`src/rtl/counter_sched.sv`:
```
// rtl/counter_sched.sv - round-robin scheduler sharing one fixed-delay counter
//
// Purpose:
//   Arbitrates NREQ requesters round-robin onto a single external counter.
//   Issues a one-cycle ld pulse, watches dn, and returns a one-cycle done
//   pulse (qualified by fail) to the owner. Flags early and missing dn.
//
// Ports:
//   clk          in   1     clock, all state on posedge
//   rst_n        in   1     asynchronous active-low reset
//   req          in   NREQ  level request per requester, held until done
//   gnt          out  NREQ  one-hot owner of the counter, 0 when idle
//   done         out  NREQ  one-cycle completion pulse to owner
//   fail         out  1     qualifies done: delay not observed correctly
//   ld           out  1     load pulse to counter
//   dn           in   1     counter done output
//   busy         out  1     scheduler not idle
//   err_early    out  1     sticky: dn seen before DELAY+1
//   err_timeout  out  1     sticky: dn absent at DELAY+1+TO_MARGIN

module counter_sched #(
  parameter int NREQ      = 4,
  parameter int DELAY     = 91,
  parameter int TO_MARGIN = 8
) (
  input  logic            clk,
  input  logic            rst_n,
  input  logic [NREQ-1:0] req,
  output logic [NREQ-1:0] gnt,
  output logic [NREQ-1:0] done,
  output logic            fail,
  output logic            ld,
  input  logic            dn,
  output logic            busy,
  output logic            err_early,
  output logic            err_timeout
);

  localparam int OW = $clog2(NREQ);
  localparam int KW = $clog2(DELAY + TO_MARGIN + 2);

  localparam logic [KW-1:0]   K_ONE        = KW'(1);
  localparam logic [KW-1:0]   K_LAST_EARLY = KW'(DELAY);
  localparam logic [KW-1:0]   K_TIMEOUT    = KW'(DELAY + 1 + TO_MARGIN);
  localparam logic [OW-1:0]   OWN_ONE      = OW'(1);
  localparam logic [OW-1:0]   OWN_MAX      = OW'(NREQ - 1);
  localparam logic [OW:0]     NREQ_W       = (OW+1)'(NREQ);
  localparam logic [NREQ-1:0] ONE_N        = NREQ'(1);

  typedef enum logic [1:0] {
    S_IDLE,
    S_LOAD,
    S_WAIT,
    S_DONE
  } state_t;

  state_t          state, state_nx;
  logic [OW-1:0]   owner, owner_nx;
  logic [OW-1:0]   rr_ptr, rr_nx;
  logic [KW-1:0]   k, k_nx;
  logic [OW-1:0]   pick;
  logic            pick_vld;
  logic [OW:0]     sum;
  logic            fail_nx;
  logic            set_early;
  logic            set_timeout;

  // Round-robin pick: scan offsets from high to low so the last hit, which
  // wins, is the first requester at or above rr_ptr (wrapping).
  always_comb begin
    pick     = rr_ptr;
    pick_vld = 1'b0;
    sum      = '0;
    for (int i = NREQ - 1; i >= 0; i--) begin
      sum = {1'b0, rr_ptr} + (OW+1)'(i);
      if (sum >= NREQ_W) sum = sum - NREQ_W;
      if (req[sum[OW-1:0]]) begin
        pick     = sum[OW-1:0];
        pick_vld = 1'b1;
      end
    end
  end

  always_comb begin
    state_nx    = state;
    owner_nx    = owner;
    rr_nx       = rr_ptr;
    k_nx        = k;
    fail_nx     = 1'b0;
    set_early   = 1'b0;
    set_timeout = 1'b0;
    case (state)
      S_IDLE: begin
        k_nx = '0;
        if (pick_vld) begin
          owner_nx = pick;
          state_nx = S_LOAD;
        end
      end
      S_LOAD: begin
        k_nx     = K_ONE;
        state_nx = S_WAIT;
      end
      S_WAIT: begin
        k_nx = k + K_ONE;
        // dn outranks both the timeout and a cancel in the same cycle.
        if (dn) begin
          state_nx = S_DONE;
          if (k <= K_LAST_EARLY) begin
            fail_nx   = 1'b1;
            set_early = 1'b1;
          end
        end else if (k == K_TIMEOUT) begin
          state_nx    = S_DONE;
          fail_nx     = 1'b1;
          set_timeout = 1'b1;
        end else if (!req[owner]) begin
          state_nx = S_IDLE;
        end
      end
      S_DONE: begin
        state_nx = S_IDLE;
        rr_nx    = (owner == OWN_MAX) ? '0 : owner + OWN_ONE;
      end
      default: state_nx = S_IDLE;
    endcase
  end

  // Outputs are registered from the next-state decode so they line up with
  // the state they describe.
  always_ff @(posedge clk or negedge rst_n) begin
    if (!rst_n) begin
      state       <= S_IDLE;
      owner       <= '0;
      rr_ptr      <= '0;
      k           <= '0;
      gnt         <= '0;
      done        <= '0;
      fail        <= 1'b0;
      ld          <= 1'b0;
      busy        <= 1'b0;
      err_early   <= 1'b0;
      err_timeout <= 1'b0;
    end else begin
      state       <= state_nx;
      owner       <= owner_nx;
      rr_ptr      <= rr_nx;
      k           <= k_nx;
      gnt         <= (state_nx != S_IDLE) ? (ONE_N << owner_nx) : '0;
      done        <= (state_nx == S_DONE) ? (ONE_N << owner_nx) : '0;
      fail        <= (state_nx == S_DONE) && fail_nx;
      ld          <= (state_nx == S_LOAD);
      busy        <= (state_nx != S_IDLE);
      err_early   <= err_early | set_early;
      err_timeout <= err_timeout | set_timeout;
    end
  end

endmodule
```
`config.mk`:
```
export PLATFORM = sky130hd
export DESIGN_NAME = counter_sched
export DESIGN_NICKNAME = d
export VERILOG_FILES = /design/src/rtl/counter_sched.sv
export SDC_FILE = /design/constraint.sdc
export NUM_CORES = 1
export LEC_CHECK = 0
export ABC_AREA = 1
export CORE_ASPECT_RATIO = 0.8
export CORE_UTILIZATION = 47
export DETAILED_ROUTE_END_ITERATION = 10
export GPL_TIMING_DRIVEN = 0
export PLACE_DENSITY = 0.79
export SLEW_MARGIN = 10
export SYNTH_ARGS = -nofsm -noshare
export SYNTH_HDL_FRONTEND = slang
export SYNTH_SLANG_ARGS = --single-unit
```
`constraint.sdc`:
```
create_clock -name clk -period 2.4 [get_ports clk]
set_clock_uncertainty 0.1 [all_clocks]
set_input_delay 0.48 -clock clk [delete_from_list [all_inputs] [get_ports clk]]
set_output_delay 0.48 -clock clk [all_outputs]
set_load 0.03 [all_outputs]
```
==> flow_summary.ini <==
[synth]
yosys-mux-area-fraction = 0
post_synth_num_cell_types = 26
syn_area_sq_mm = 0.00151
synthArstFlopShare = 1.00
synthAdderAreaFrac = 0.0662
ys_seq_elements = 26
synth_common_cells = 63 x nand2_1, 26 x dfrtp_1, 23 x inv_1, 20 x nor2_1, 11 x nand3_1
synthXorXnorAreaFrac = 0.00579
ys_seq_area_frac = 0.430
avgSynthCellArea_sq_um = 7.63
yosysTopAreaCellShare = 0.430
yosysTopAreaCell = dfrtp_1
ys_warn_count = 0
ys.flop_type = dfrtp_1
synth_top_family_by_area = simple AND/OR/NAND/NOR gates
synth-edff-count = 0
synth-compound-area-share = 0.0662
synthesis.nets = 213
synthCells = 198
synthSimpleGateAreaFrac = 0.359
yosysMostFrequentCell = nand2_1
yosys-top-cells-area = dfrtp_1 43%, nand2_1 16%, ha_1 6.6%

[critical_path]
startpoint_type = input pin
cp_max_fo = 3
crit_path_end = done[1]
required_ns = 2.50
cp.arrival_ns = 1.99
reg2reg_from = state[0]
crit_path_start = req[3]
rrSetupSlack_ns = 0.56
worstSetupPathType = input pin to flop
timing.rr.end = done[1]
r2r_cells = 8
endpoint_kind = flop

[clocking]
root_buffer = clkbuf_8
hold_buffers = 0
clockBufferDepth = 2
clkTransAtPathRegs_ns = 0.09
clk_latency_ns = 0.27
postCtsSetupBuffers = 0
cts-resized-gates = 0
cts.sinks = 26
cts_tree = yes
ctsHtreeMaxLevel = 1
cts_made_buffers = 3

[drt]
route.detailed.drc = 0
drtAntennaViolNets = 0
drtPass1Iterations = 4
wirelength_mm = 2.86
vias = 1268
drt_iter0_markers = 73
routedWlPerCell_um = 11.0
routed_via_density = 4.86

[global_routing]
antenna_found_initial = 0
grt_max_degree = 27
grt_pass1_vias = 1170
grt_overflow = 0
grt_first_pass_wirelength_mm = 4.90
grt_usage = 0.188

[finish]
fin_util = 0.589
final_nets = 237
final_cell_area_sq_mm = 0.00182
fin_cells = 261
drive_above_1_share = 0.140
antenna_cells = 0
n_fill_cell = 282
area_growth_pct = 20.3

[pwr]
power_density_mw_per_mm2 = 1290
ir_drop_mv = 0.553
p_leak_nw = 0.920
p_total_mw = 2.34

[sta]
hold_slack_ns = 0.0867
fin_crit_sh = 0.788
setup_viol = 0
max_freq_ghz = 0.529
relSlewSlack = 0.622
worst_pin_slew_ns = 0.568
fin_crit_ns = 1.89
finalWorstSetupSlack_ns = 0.509
finalHoldViolCount = 0
tns_ns = 0
rsz0062_at_grt = no
final-max-slew-violation-count = 0

[floorplanning]
core_area_sq_mm = 0.00309
dieArea_sq_mm = 0.00345
die_w_um = 65.4
num_rows = 18
start_util = 0.490
io-pin-count = 20
die_y_um = 52.7

[worst_hold_path]
hp-class = input pin to async pin

[place]
pre_cts_slack_ns = 0.209
dp_hpwl_mm = 2.20
portBuffers = 19
gp_congestion = 0.877
dp_cells = 257
place_area_sq_mm = 0.00175

[flow_run]
maxCapViolCount = 0

[run_status]
status = complete, no violations
[flip-flops by register name, summed over array words and instances (netlist names)]
signal	cells
k	7
done	4
gnt	4
owner	2
rr_ptr	2
state	2
busy	1
err_early	1
err_timeout	1
fail	1
ld	1
[critical path, stage by stage]
cell and delay (ns):
clkdlybuf4s50_1 0.49, inv_1 0.08, nand2_1 0.07, nand2_1 0.09
nand2_1 0.08, nand2_1 0.05, nor2_1 0.12, nand2_1 0.07
nand2_1 0.07, nand3_2 0.10, nand2_2 0.10, nand2_1 0.08
nor2_1 0.12
[power breakdown]
part	switching (mW)	internal (mW)	leakage [nW]	total (mW)
registers	0.0877	0.562	0.335	0.650
logic	0.856	0.469	0.549	1.32
clock network	0.141	0.223	0.0357	0.365
[cells in the final DEF (no fill, tap or decap), drive strengths merged, types with 3 or more instances in the layout]
cell and n:
inv 26, nor2 25, nor3 3, clkdlybuf4s50 18
a21oi 6, nand3 13, ha 8, nand2 74
o21ai 7, clkbuf 3, dfrtp 26
[layer usage]
metal / vias to the layer above / track usage / part of all wire
met5: - / 0 / 0
met4: 0 / 0.0580 / 0.0073
met3: 4 / 0.0413 / 0.034
met2: 25 / 0.332 / 0.49
met1: 571 / 0.229 / 0.46
li1: 668 / - / -
[how the worst min path moves through the flow]
| stage | start | end | slack (ns) | cells past startpoint |
|---|---|---|---|---|
| 6_report | rst_n | owner[0] | 0.09 | 1 |
| 5_1_grt | rst_n | done[0] | 0.14 | 1 |
| 4_1_cts | err_early | err_early | 0.39 | 1 |
| 3_5_place_dp | err_timeout | err_timeout | 0.36 | 1 |
| 3_3_place_gp | err_timeout | err_timeout | 0.35 | 1 |
| 2_1_floorplan | rst_n | busy | 0.08 | 0 |
[area by class of cell]
type                       count  area, sq um  area share
multi-input combinational    145          752       0.414
sequential                    26          651       0.358
timing repair buffer          19          185       0.102
inverter                      26         97.6      0.0537
tap                           40         50.0      0.0275
clock buffer                   3         41.3      0.0227
clock inverter                 1         30.0      0.0165
buffer                         1         11.3     0.00619
[kinds of logic after synthesis]
group | after synthesis
adder cells (fa/ha/maj) | 8
XOR/XNOR | 1
flip-flops | 26
buffers and inverters | 27
AND/OR/NAND/NOR | 119
AO/OA/AOI/OAI | 17
Power figures use the tool's default switching activity.
